File: src/rtl/uart_pkg.sv
// Shared UART constants and the receive-FIFO entry layout.
//   UART_DATA_WIDTH : default payload bits per frame
//   UART_RX_DEPTH   : default receive FIFO depth
//   uart_rx_entry_t : {err, data} as stored in the receive FIFO
package uart_pkg;

  localparam int unsigned UART_DATA_WIDTH = 8;
  localparam int unsigned UART_RX_DEPTH   = 16;

  typedef struct packed {
    logic                       err;
    logic [UART_DATA_WIDTH-1:0] data;
  } uart_rx_entry_t;

endpackage : uart_pkg

File: src/rtl/uart_fifo_ram.sv
// Register-array storage for the UART receive FIFO.
//   CLK   : clock
//   we    : write enable, writes wdata at waddr on the rising edge
//   waddr : write address
//   wdata : write data
//   raddr : read address (asynchronous read)
//   rdata : mem[raddr]
// Contents are deliberately not reset.
module uart_fifo_ram #(
  parameter int unsigned DEPTH  = 16,
  parameter int unsigned WIDTH  = 9,
  parameter int unsigned ADDR_W = $clog2(DEPTH)
) (
  input  logic              CLK,
  input  logic              we,
  input  logic [ADDR_W-1:0] waddr,
  input  logic [WIDTH-1:0]  wdata,
  input  logic [ADDR_W-1:0] raddr,
  output logic [WIDTH-1:0]  rdata
);

  logic [WIDTH-1:0] mem [DEPTH];

  // Single synchronous write port
  always_ff @(posedge CLK) begin
    if (we) begin
      mem[waddr] <= wdata;
    end
  end

  // Asynchronous read port gives first-word-fall-through at the top level
  assign rdata = mem[raddr];

endmodule : uart_fifo_ram

File: src/rtl/uart_rx_fifo.sv
// Receive buffer between uart_rx and the APB read path.
//   CLK, RSTN          : clock, synchronous active-low reset
//   rx_data_i/err_i    : frame from uart_rx and its error tag
//   rx_valid_i/ready_o : push handshake (ready = not full)
//   pop_i              : removes the head entry
//   rd_data_o/rd_err_o : head entry, zero when empty
//   empty_o/full_o     : occupancy flags
//   count_o            : occupancy 0..DEPTH
//   threshold_i/irq_o  : watermark interrupt, threshold 0 disables
//   overflow_o         : sticky, frame offered while full
//   clr_i              : flush entries and clear overflow
module uart_rx_fifo
  import uart_pkg::*;
#(
  parameter int unsigned DEPTH      = UART_RX_DEPTH,
  parameter int unsigned DATA_WIDTH = UART_DATA_WIDTH,
  parameter int unsigned CNT_W      = $clog2(DEPTH) + 1
) (
  input  logic                  CLK,
  input  logic                  RSTN,
  input  logic [DATA_WIDTH-1:0] rx_data_i,
  input  logic                  rx_err_i,
  input  logic                  rx_valid_i,
  output logic                  rx_ready_o,
  input  logic                  pop_i,
  output logic [DATA_WIDTH-1:0] rd_data_o,
  output logic                  rd_err_o,
  output logic                  empty_o,
  output logic                  full_o,
  output logic [CNT_W-1:0]      count_o,
  input  logic [CNT_W-1:0]      threshold_i,
  output logic                  irq_o,
  output logic                  overflow_o,
  input  logic                  clr_i
);

  localparam int unsigned PTR_W   = $clog2(DEPTH);
  localparam int unsigned ENTRY_W = DATA_WIDTH + 1;

  logic [PTR_W-1:0]   wr_ptr;
  logic [PTR_W-1:0]   rd_ptr;
  logic [CNT_W-1:0]   count;
  logic               overflow;
  logic               push;
  logic               pop;
  logic [ENTRY_W-1:0] ram_rdata;

  // Flags decode straight from the count register, so they all move together
  assign empty_o    = (count == '0);
  assign full_o     = (count == CNT_W'(DEPTH));
  assign rx_ready_o = !full_o;
  assign count_o    = count;
  assign overflow_o = overflow;

  assign push = rx_valid_i && rx_ready_o && !clr_i;
  assign pop  = pop_i && !empty_o && !clr_i;

  // Watermark follows the count with no extra cycle
  assign irq_o = (threshold_i != '0) && (count >= threshold_i);

  // Head view is masked so stale memory never shows while empty
  assign rd_data_o = empty_o ? '0 : ram_rdata[DATA_WIDTH-1:0];
  assign rd_err_o  = !empty_o && ram_rdata[DATA_WIDTH];

  // Pointers, occupancy and sticky overflow; clr outranks push and pop
  always_ff @(posedge CLK) begin
    if (!RSTN) begin
      wr_ptr   <= '0;
      rd_ptr   <= '0;
      count    <= '0;
      overflow <= 1'b0;
    end else if (clr_i) begin
      wr_ptr   <= '0;
      rd_ptr   <= '0;
      count    <= '0;
      overflow <= 1'b0;
    end else begin
      if (push) begin
        wr_ptr <= wr_ptr + PTR_W'(1);
      end
      if (pop) begin
        rd_ptr <= rd_ptr + PTR_W'(1);
      end
      unique case ({push, pop})
        2'b10:   count <= count + CNT_W'(1);
        2'b01:   count <= count - CNT_W'(1);
        default: count <= count;
      endcase
      if (rx_valid_i && full_o) begin
        overflow <= 1'b1;
      end
    end
  end

  uart_fifo_ram #(
    .DEPTH (DEPTH),
    .WIDTH (ENTRY_W)
  ) u_ram (
    .CLK   (CLK),
    .we    (push && RSTN),
    .waddr (wr_ptr),
    .wdata ({rx_err_i, rx_data_i}),
    .raddr (rd_ptr),
    .rdata (ram_rdata)
  );

endmodule : uart_rx_fifo

File: config.mk
export PLATFORM = sky130hd
export DESIGN_NAME = uart_rx_fifo
export DESIGN_NICKNAME = d
export VERILOG_FILES = /design/src/rtl/uart_pkg.sv /design/src/rtl/uart_fifo_ram.sv /design/src/rtl/uart_rx_fifo.sv
export SDC_FILE = /design/constraint.sdc
export NUM_CORES = 1
export LEC_CHECK = 0
export CORE_MARGIN = 3
export CORE_UTILIZATION = 55
export CTS_CLUSTER_SIZE = 20
export DETAILED_ROUTE_END_ITERATION = 8
export PLACE_DENSITY = 0.74
export SYNTH_ARGS = -nofsm -noshare
export SYNTH_HDL_FRONTEND = slang
export SYNTH_SLANG_ARGS = --single-unit
File: constraint.sdc
create_clock -name CLK -period 6.7 [get_ports CLK]
set_input_delay 1.34 -clock CLK [delete_from_list [all_inputs] [get_ports CLK]]
set_output_delay 1.34 -clock CLK [all_outputs]
set_load 0.02 [all_outputs]
==> out/metrics.cfg, run 1 <==
[final_layout]
syn_to_final_growth_pct = 16.5
fin_area_mm2 = 0.00771
fin_util_pct = 66.7
drive_gt1_share_pct = 18.9
final_nets = 443
diodes = 0

[timing]
hold_violations = 0
maxSlewViolCount = 0
relSlewSlack_pct = 19.3
min_period_ns = 4.57
fmax_mhz = 219
period_share_pct = 68.2
tns_ns = 0
worstMarginPinSlew_ns = 1.21
rsz0062_at_grt = no
skew_ns = 0.0112
finalSetupViolCount = 0
hold_slack_ns = 0.490

[clock_network]
cts_sinks = 162
htreeDepth = 4
cts_tree = done
numCtsBuffers = 17
cts_setup_buffers = 0
clock_path_buffers = 2
clkLatencyLatePin_ns = 0.42
cts_hold_buf = 0
cts_resized = 0
cts-root-buf = clkbuf_16
clkSlewWorstSetupHoldPaths_ns = 0.06

[detailed_routing]
ant_nets = 0
via_per_inst = 6.07
vias = 3440
wl_um = 12700
drtIter0Drc = 407
drc = 0
wl_per_cell_um = 22.4
drtPass1Iterations = 5

[synth]
ys_types = 36
synthCells = 368
synth_compound_area_share_pct = 2.89
synth_top_area_share_pct = 65.4
yosysMostFrequentCell = edfxtp_1
ys_seq_area_share_pct = 70.8
synth_edf_count = 144
synth_top_family_by_area = multiplexers
synthArstFlopShare_pct = 0
yosys.area.top_type = edfxtp_1
yosys.area_share.simple_pct = 5.52
netlist_top_cells_count = edfxtp_1, mux4_2, nor2_1
synthAdderAreaFrac_pct = 2.46
synth_fp_nets = 400
synthTopCellsByArea = edfxtp_1, mux4_2, dfxtp_1
synthMuxAreaShare_pct = 15.3
synth_ff_type = edfxtp_1
netlist_area_mm2 = 0.00662
avgSynthCellArea_um2 = 18.0
synth_xor_area_share_pct = 1.19
yosysWarningCount = 0
synth_seq_cells = 162

[power_and_ir_drop]
pwr-share-comb_pct = 2.9
peakVddDrop_mv = 0.186
swShare_pct = 20.2
p_switching_uw = 426
cellPowerDensity_mw_per_mm2 = 274
p_int_uw = 1680
p_clk_share_pct = 44.8
pwr-share-seq_pct = 52.3
power_leakage_uw = 0.00246

[worst_setup_path]
worstPathRequired_ns = 5.36
slowest_stage = dfxtp_1
path_max_fanout = 23
path_buf_inv = 2
cp-end-kind = output pin
cp_cell_sequence = buf_4, mux4_2, mux2i_1, o22ai_1, clkdlybuf4s50_1
crit_family = flip-flops
critPathLaunchType = register
worst-setup-path-type = reg2out
worstPathArrival_ns = 3.23
cpPeakStageDelay_ns = 1.12
r2r_setup_slack_ns = 3.86

[placed_design]
hpwl_um = 8050
place_area_mm2 = 0.00711
place_congestion = 0.778
port_buffers = 37

[global_route]
grt_start_max_net_pins = 25
grt_first_pass_wirelength_um = 19700
track_usage_pct = 20.6
grt_pass1_vias = 3547
grt-ovfl-total = 0
antenna_found_initial = 0

[floorplanning]
initial_utilization_pct = 57.2
placementRows = 39
io_pins = 38
core_mm2 = 0.0116
die_area_mm2 = 0.0134
fp.dieW_um = 116
die_h_um = 116

[hold_path]
hp-class = reg2reg

[run]
cap_violations = 0

[run_status]
status = finished clean

==> cell type report <==
type / instances / area (um^2)
clock buffer: 21 / 514
clock inverter: 11 / 83.8
fill: 780 / 3850
inverter: 12 / 45.0
multi-input combinational: 178 / 1810
sequential: 162 / 4690
tap: 143 / 179
timing repair buffer: 40 / 393
==> per-layer routing <==
metal	track usage, %	routed length, um
met1	26.4	5060
met5	0	0
met4	7.58	232
met2	34.5	6560
met3	5.38	840
==> through the flow <==
step,power (uW),setup slack (ns),instances
2_1_floorplan,1150,3.13,368
6_report,2110,2.13,567
5_1_grt,2170,1.88,567
4_1_cts,2120,2.02,567
3_5_place_dp,1190,2.18,535
3_3_place_gp,1180,2.26,535
==> cell usage in the layout (no fill, tap or decap), drive strengths merged, types with 5 or more instances in the layout <==
cell / count
nand2: 11
edfxtp: 144
o22ai: 10
ha: 13
nor2: 35
nand2b: 5
inv: 19
xor2: 6
mux4: 36
dfxtp: 18
mux2i: 20
clkbuf: 21
o21ai: 5
clkdlybuf4s50: 37
a21oi: 7
==> kinds of logic (layout without fill, tap and decap cells) <==
kind of cell    after synthesis  in the layout
buf+inv                      28             84
simple gates                 72             72
compound gates               28             28
flops                       162            162
mux                          56             56
fa+ha+maj                    13             13
xor+xnor                      9              9
==> path summary, 6_finish.rpt <==
| path | to | depth (start not counted) | startpoint |
|---|---|---|---|
| worst max register to register | count_o[4]$_SDFFE_PP0P_ | 9 | count_o[2]$_SDFFE_PP0P_ |
| worst min register to register | overflow_o$_SDFFE_PP0P_ | 2 | overflow_o$_SDFFE_PP0P_ |
| worst max-delay path | rd_data_o[5] | 5 | register |
| worst min-delay path | overflow_o$_SDFFE_PP0P_ | 2 | overflow_o$_SDFFE_PP0P_ |
==> state kept, by name, summed over array words and instances, names as in the netlist, named ones only <==
| register | cells |
|---|---|
| count_o | 5 |
| overflow_o | 1 |
| rd_ptr | 4 |
| u_ram.mem | 144 |
| wr_ptr | 4 |
==> power groups by stage <==
stage / clock network [uW] / logic (uW) / registers (uW)
floorplan: 0 / 26.6 / 1120
global placement: 0 / 58.1 / 1130
detailed placement: 0 / 60.8 / 1130
CTS: 957 / 61.3 / 1100
global route: 1000 / 66.0 / 1100
finish: 944 / 61.1 / 1100
==> worst reg2reg max path, cell delays in order (launching register included) <==
cell     delay [ns]
dfxtp_1        0.59
nor4_4         0.13
a21oi_1        0.46
ha_1           0.44
xor2_1         0.18
ha_1           0.23
o211a_1        0.17
nor3_1         0.05
or4_1          0.47
nand2_1        0.08
No activity file was read; power rests on OpenSTA's default activity.
==> run 2: changes to the inputs <==
--- a/config.mk
+++ b/config.mk
@@ -6,10 +6,10 @@
 export NUM_CORES = 1
 export LEC_CHECK = 0
 export CORE_MARGIN = 3
-export CORE_UTILIZATION = 55
+export CORE_UTILIZATION = 53
 export CTS_CLUSTER_SIZE = 20
 export DETAILED_ROUTE_END_ITERATION = 8
-export PLACE_DENSITY = 0.74
+export PLACE_DENSITY = 0.75
 export SYNTH_ARGS = -nofsm -noshare
 export SYNTH_HDL_FRONTEND = slang
 export SYNTH_SLANG_ARGS = --single-unit
==> constraint.sdc (replaced) <==
create_clock -name CLK -period 3.8 [get_ports CLK]
set_input_delay 0.76 -clock CLK [delete_from_list [all_inputs] [get_ports CLK]]
set_output_delay 0.76 -clock CLK [all_outputs]
set_load 0.02 [all_outputs]
==> run 2 against run 1 <==
Against the previous run:
- register-to-register slack worse by 2.7 ns
- clock power grew 74%
- utilization shrank 1.4 points
- critical path depth stayed put
==> out/metrics.cfg, run 2 (synthesis results as in run 1) <==
[final_layout]
mostFrequentLayoutCells = edfxtp_1, clkdlybuf4s50_1, mux4_2  ; unchanged
final_nets = 464  ; was 443
final_common_cell = edfxtp_1  ; unchanged
largest_reg_flops = 144  ; unchanged
fin_area_mm2 = 0.00790  ; was 0.00771 mm^2
num-fill-cells = 843  ; was 780
drive_gt1_share_pct = 21.6  ; was 18.9%
syn_to_final_growth_pct = 19.4  ; was 16.5%
diodes = 0  ; unchanged
top_register = u_ram.mem  ; unchanged

[detailed_routing]
met3WireLength_um = 983  ; was 840 um
ant_nets = 0  ; unchanged
drtPass1Iterations = 4  ; was 5
wl_met1_um = 5190  ; was 5060 um
wl_um = 13200  ; was 12700 um
vias = 3515  ; was 3440
wl_per_cell_um = 21.6  ; was 22.4 um
highest_layer = met4  ; unchanged
drtIter0Drc = 375  ; was 407
drc = 0  ; unchanged
dr_wl_met2_um = 6780  ; was 6560 um
via_per_inst = 5.74  ; was 6.07

[worst_setup_path]
critPathLaunchType = register  ; unchanged
slowest_stage = clkdlybuf4s50_1  ; was dfxtp_1
worst-setup-path-type = reg2out  ; unchanged
cp_cell_sequence = nor4_4, nand2_1, nand2b_1, o22ai_1, clkdlybuf4s50_1  ; was buf_4, mux4_2, mux2i_1, o22ai_1, clkdlybuf4s50_1
cpPeakStageDelay_ns = 0.58  ; was 1.12 ns
r2r_setup_slack_ns = 1.12  ; was 3.86 ns
worstPathRequired_ns = 3.04  ; was 5.36 ns
path_max_fanout = 9  ; was 23
cp-end-kind = output pin  ; unchanged
worstPathArrival_ns = 2.77  ; was 3.23 ns

[timing]
maxSlewViolCount = 0  ; unchanged
fmax_mhz = 284
finalSetupViolCount = 0  ; unchanged
rsz0062_at_grt = no  ; unchanged
skew_ns = 0.00537  ; was 0.0112 ns
tns_ns = 0  ; unchanged
relSlewSlack_pct = 51.0  ; was 19.3%
worstMarginPinSlew_ns = 0.734  ; was 1.21 ns
period_share_pct = 92.8
hold_violations = 0  ; unchanged
min_period_ns = 3.53

[clock_network]
htreeDepth = 4  ; unchanged
clock_path_buffers = 2  ; unchanged
cts_tree = done  ; unchanged
cts_sinks = 162  ; unchanged
cts-root-buf = clkbuf_16  ; unchanged
cts_resized = 0  ; unchanged
cts_setup_buffers = 0  ; unchanged
clkLatencyLatePin_ns = 0.41  ; was 0.42 ns
clkSlewWorstSetupHoldPaths_ns = 0.06  ; about the same
numCtsBuffers = 17  ; unchanged
cts_hold_buf = 0  ; unchanged

[global_route]
grt_first_pass_wirelength_um = 21100  ; was 19700 um
grt_pass1_vias = 3775  ; was 3547
track_usage_pct = 20.4  ; was 20.6%
grt_start_max_net_pins = 30  ; was 25
antenna_found_initial = 0  ; unchanged
grt-ovfl-total = 0  ; unchanged

[run_status]
status = finished clean  ; unchanged

[floorplanning]
placementRows = 40  ; was 39
die_h_um = 118  ; was 116 um
io_pins = 38  ; unchanged
fp.dieW_um = 118  ; was 116 um
die_area_mm2 = 0.0139  ; was 0.0134 mm^2
core_mm2 = 0.0121  ; was 0.0116 mm^2
initial_utilization_pct = 54.6  ; was 57.2%

[placed_design]
place_congestion = 0.836  ; was 0.778
port_buffers = 37  ; unchanged
place_area_mm2 = 0.00733  ; was 0.00711 mm^2
hpwl_um = 8410  ; was 8050 um

[hold_path]
hp-class = reg2reg  ; unchanged

[run]
cap_violations = 0  ; unchanged

[power_and_ir_drop]
power_leakage_uw = 0.00255  ; was 0.00246 uW
peakVddDrop_mv = 0.297  ; was 0.186 mV
cellPowerDensity_mw_per_mm2 = 468  ; was 274 mW/mm^2

## run 2: changes by cell type in the layout (fill, tap and decap cells not counted), moves of 4 or more
| cell | previous run | this run |
|---|---|---|
| buf_4 | 3 | 22 |
| inv_4 | 5 | 0 |
| clkinv_4 | 4 | 0 |
| clkinv_2 | 0 | 4 |
## run 2: metrics by stage
| stage | power (uW) | util (%) | worst slack (ns) | std cells | hold WS (ns) |
|---|---|---|---|---|---|
| floorplan | 2030 | - | 1.05 | 368 | 0.472 |
| global placement | 2090 | 60.5 | 0.512 | 581 | 0.469 |
| detailed placement | 2090 | 60.5 | 0.446 | 581 | 0.464 |
| CTS | 3720 | 65.2 | 0.213 | 612 | 0.492 |
| global route | 3820 | 65.2 | 0.0997 | 612 | 0.549 |
| finish | 3700 | 65.2 | 0.275 | 612 | 0.486 |
## run 2: final cells by class
| type | instances | area (um^2) | share of cell area, % |
|---|---|---|---|
| sequential | 162 | 4690 | 59.3 |
| tap | 168 | 210 | 2.66 |
| inverter | 12 | 45.0 | 0.570 |
| multi-input combinational | 178 | 1810 | 22.9 |
| clock buffer | 18 | 429 | 5.43 |
| clock inverter | 13 | 144 | 1.82 |
| timing repair buffer | 61 | 576 | 7.29 |
## run 2: power by group
| part | switching [uW] | leakage (uW) | internal (uW) |
|---|---|---|---|
| combinational | 63.2 | 0.000838 | 47.4 |
| clock | 626 | 0.000274 | 1020 |
| sequential | 4.24 | 0.00144 | 1940 |
## run 2: critical path: cells and delay by family (launching register included)
kind / cells / cell delay, ns
and+or+nand+nor: 3 / 1.10
DFF: 1 / 0.44
buffers and inverters: 1 / 0.58
AOI/OAI and AO/OA: 1 / 0.23
## run 2: worst paths after layout
check / startpoint / endpoint / cells after the start
max: count_o[1]$_SDFFE_PP0P_ / rd_err_o / 5
min: overflow_o$_SDFFE_PP0P_ / overflow_o$_SDFFE_PP0P_ / 2
max reg2reg: count_o[1]$_SDFFE_PP0P_ / count_o[4]$_SDFFE_PP0P_ / 9
min reg2reg: overflow_o$_SDFFE_PP0P_ / overflow_o$_SDFFE_PP0P_ / 2
## run 2: routing by layer
layer	GRT usage (%)	up-vias
met5	0	-
met4	7.69	0
met3	4.81	26
met2	34.2	151
met1	26.0	1764
li1	-	1574
==> run 3: changes to the inputs <==
--- a/config.mk
+++ b/config.mk
@@ -5,6 +5,7 @@
 export SDC_FILE = /design/constraint.sdc
 export NUM_CORES = 1
 export LEC_CHECK = 0
+export ABC_AREA = 1
 export CORE_MARGIN = 3
 export CORE_UTILIZATION = 53
 export CTS_CLUSTER_SIZE = 20
==> run 3 against run 2 <==
Against the previous run:
- sequential power hardly changed
- synthesized area is 2.6% higher
- critical path depth is 1 higher
- count of clock-buffer cells in the layout is 7 higher
- synthesized cell count is 53% higher
==> out/metrics.cfg, run 3 <==
[global_route]
grt_start_max_net_pins = 73  ; was 30
grt_pass1_vias = 4777  ; was 3775
antenna_found_initial = 0  ; unchanged
grt_first_pass_wirelength_um = 24700  ; was 21100 um
grt-ovfl-total = 0  ; unchanged
track_usage_pct = 22.9  ; was 20.4%

[floorplanning]
die_area_mm2 = 0.0142  ; was 0.0139 mm^2
fp.dieW_um = 119  ; was 118 um
placementRows = 40  ; unchanged
core_mm2 = 0.0123  ; was 0.0121 mm^2
die_h_um = 119  ; was 118 um
initial_utilization_pct = 55.3  ; was 54.6%
io_pins = 38  ; unchanged

[synth]
synth_compound_area_share_pct = 12.3  ; was 2.89%
synth_top_family_by_area = compound AO/OA/AOI/OAI gates  ; was multiplexers
ys_types = 34  ; was 36
synth_top_area_share_pct = 63.7  ; was 65.4%
synthArstFlopShare_pct = 0  ; unchanged
netlist_area_mm2 = 0.00679  ; was 0.00662 mm^2
ys_seq_area_share_pct = 69.0  ; was 70.8%
synthTopCellsByArea = edfxtp_1, nor2_1, o21ai_0  ; was edfxtp_1, mux4_2, dfxtp_1
yosysMostFrequentCell = edfxtp_1  ; unchanged
yosys.area.top_type = edfxtp_1  ; unchanged
synthAdderAreaFrac_pct = 2.40  ; was 2.46%
synthCells = 563  ; was 368
avgSynthCellArea_um2 = 12.1  ; was 18.0 um^2
yosys.area_share.simple_pct = 11.8  ; was 5.52%
synth_seq_cells = 162  ; unchanged
synth_ff_type = edfxtp_1  ; unchanged
yosysWarningCount = 0  ; unchanged
synth_fp_nets = 595  ; was 400
netlist_top_cells_count = edfxtp_1, nor2_1, o21ai_0  ; was edfxtp_1, mux4_2, nor2_1
synth_xor_area_share_pct = 0.516  ; was 1.19%
synth_edf_count = 144  ; unchanged
synthMuxAreaShare_pct = 0  ; was 15.3%

[clock_network]
cts_setup_buffers = 0  ; unchanged
clock_path_buffers = 2  ; unchanged
cts_tree = done  ; unchanged
clkLatencyLatePin_ns = 0.42  ; was 0.41 ns
numCtsBuffers = 17  ; unchanged
cts_hold_buf = 0  ; unchanged
clkSlewWorstSetupHoldPaths_ns = 0.06  ; about the same
cts_resized = 0  ; unchanged
htreeDepth = 4  ; unchanged
cts-root-buf = clkbuf_16  ; unchanged
cts_sinks = 162  ; unchanged

[detailed_routing]
drc = 0  ; unchanged
drtPass1Iterations = 5  ; was 4
vias = 4674  ; was 3515
ant_nets = 0  ; unchanged
wl_per_cell_um = 19.5  ; was 21.6 um
drtIter0Drc = 622  ; was 375
wl_um = 15500  ; was 13200 um
via_per_inst = 5.86  ; was 5.74

[timing]
skew_ns = 0.00537  ; about the same
finalSetupViolCount = 0  ; unchanged
rsz0062_at_grt = no  ; unchanged
fmax_mhz = 284  ; about the same
period_share_pct = 92.6  ; was 92.8%
worstMarginPinSlew_ns = 0.660  ; was 0.734 ns
hold_slack_ns = 0.489  ; was 0.486 ns
hold_violations = 0  ; unchanged
maxSlewViolCount = 0  ; unchanged
min_period_ns = 3.52  ; was 3.53 ns
relSlewSlack_pct = 55.7  ; was 51.0%
tns_ns = 0  ; unchanged

[hold_path]
holdPathStages = 2  ; unchanged
holdPathEnd = overflow_o$_SDFFE_PP0P_  ; unchanged
hp-class = reg2reg  ; unchanged
hp-start = overflow_o$_SDFFE_PP0P_  ; unchanged

[final_layout]
final_common_cell = edfxtp_1  ; unchanged
top_register = u_ram.mem  ; unchanged
drive_gt1_share_pct = 10.5  ; was 21.6%
fin_area_mm2 = 0.00802  ; was 0.00790 mm^2
ff_latch_area_mm2 = 0.00469  ; unchanged
largest_reg_flops = 144  ; unchanged
multi_input_area_mm2 = 0.00183  ; was 0.00181 mm^2
fin_util_pct = 65.4  ; was 65.2%
final_nets = 648  ; was 464
syn_to_final_growth_pct = 18.2  ; was 19.4%
diodes = 0  ; unchanged
mostFrequentLayoutCells = edfxtp_1, nor2_1, o21ai_0  ; was edfxtp_1, clkdlybuf4s50_1, mux4_2
num-fill-cells = 900  ; was 843

[placed_design]
place_area_mm2 = 0.00744  ; was 0.00733 mm^2
place_congestion = 0.819  ; was 0.836
port_buffers = 37  ; unchanged
hpwl_um = 9560  ; was 8410 um

[worst_setup_path]
r2r_start = count_o[1]$_SDFFE_PP0P_  ; unchanged
worstPathRequired_ns = 3.04  ; about the same
critPathLaunchType = register  ; unchanged
path_max_fanout = 24  ; was 9
path_buf_inv = 2  ; was 1
crit_family = buffers and inverters  ; was simple AND/OR/NAND/NOR gates
cpPeakStageDelay_ns = 0.65  ; was 0.58 ns
worstPathArrival_ns = 2.76  ; was 2.77 ns
rr_worst_depth = 13  ; was 9
r2r_setup_slack_ns = 1.64  ; was 1.12 ns
cp-end-kind = output pin  ; unchanged
slowest_stage = clkdlybuf4s50_1  ; unchanged
r2r-end = count_o[4]$_SDFFE_PP0P_  ; unchanged
cp_cell_sequence = buf_4, o21ai_0, o221ai_1, nand3_1, a21oi_1, clkdlybuf4s50_1  ; was nor4_4, nand2_1, nand2b_1, o22ai_1, clkdlybuf4s50_1
worst-setup-path-type = reg2out  ; unchanged

[power_and_ir_drop]
pwr-share-seq_pct = 50.6  ; was 52.6%
cellPowerDensity_mw_per_mm2 = 482  ; was 468 mW/mm^2
peakVddDrop_mv = 0.245  ; was 0.297 mV
p_clk_share_pct = 43.7  ; was 44.4%
power_leakage_uw = 0.00280  ; was 0.00255 uW
pwr-share-comb_pct = 5.7  ; was 3.0%
p_switching_uw = 774  ; was 693 uW
swShare_pct = 20.0  ; was 18.7%
p_int_uw = 3090  ; was 3000 uW
total_power_uw = 3860  ; was 3700 uW

[run]
cap_violations = 0  ; unchanged

[run_status]
status = finished clean  ; unchanged

[run 3: cell families after synthesis]
family / count (synthesis)
xor gates and xnor gates: 4
buffers and inverters: 65
and+or+nand+nor: 179
AOI/OAI and AO/OA: 140
DFF: 162
adders and majority gates: 13
[run 3: power by group through the flow]
stage / registers, uW / clock network, uW / logic (uW)
after global routing: 1950 / 1800 / 240
final: 1950 / 1690 / 221
after detailed placement: 1990 / 0 / 220
after floorplan: 1990 / 0 / 112
after CTS: 1950 / 1710 / 221
after global placement: 1990 / 0 / 211
[run 3: through the flow]
step           worst slack (ns)  instances
6_report                  0.281        797
5_1_grt                   0.107        797
4_1_cts                   0.275        797
3_5_place_dp              0.334        765
3_3_place_gp              0.445        765
2_1_floorplan              1.30        563
[run 3: final cells by class]
cell class                      count  area share (%)
Timing Repair Buffer               61            7.02
Multi-Input combinational cell    336            22.8
Tap cell                          168            2.62
Inverter                           38            1.81
Clock buffer                       25            5.93
Clock inverter                      7            1.36
Sequential cell                   162            58.4
[run 3: worst min-delay path, stage by stage (launching register included)]
cell and delay (ns):
dfxtp_1 0.33, a21oi_1 0.05, nor2_1 0.08
[run 3: worst max-delay path by stage]
stage / start / end / slack (ns) / depth (start not counted)
floorplan: threshold_i[0] / irq_o / 1.30 / 8
global placement: threshold_i[1] / irq_o / 0.45 / 9
detailed placement: threshold_i[0] / irq_o / 0.33 / 10
CTS: register / rd_data_o[4] / 0.27 / 6
global route: register / rd_data_o[1] / 0.11 / 6
finish: register / rd_data_o[1] / 0.28 / 6
[run 3: metal layers]
| metal | share of wire (%) | routed length, um | track usage (%) |
|---|---|---|---|
| met1 | 40 | 6170 | 28.6 |
| met2 | 52 | 8010 | 38.6 |
| met3 | 6.2 | 961 | 5.08 |
| met4 | 2.3 | 362 | 9.27 |
| met5 | 0 | 0 | 0 |
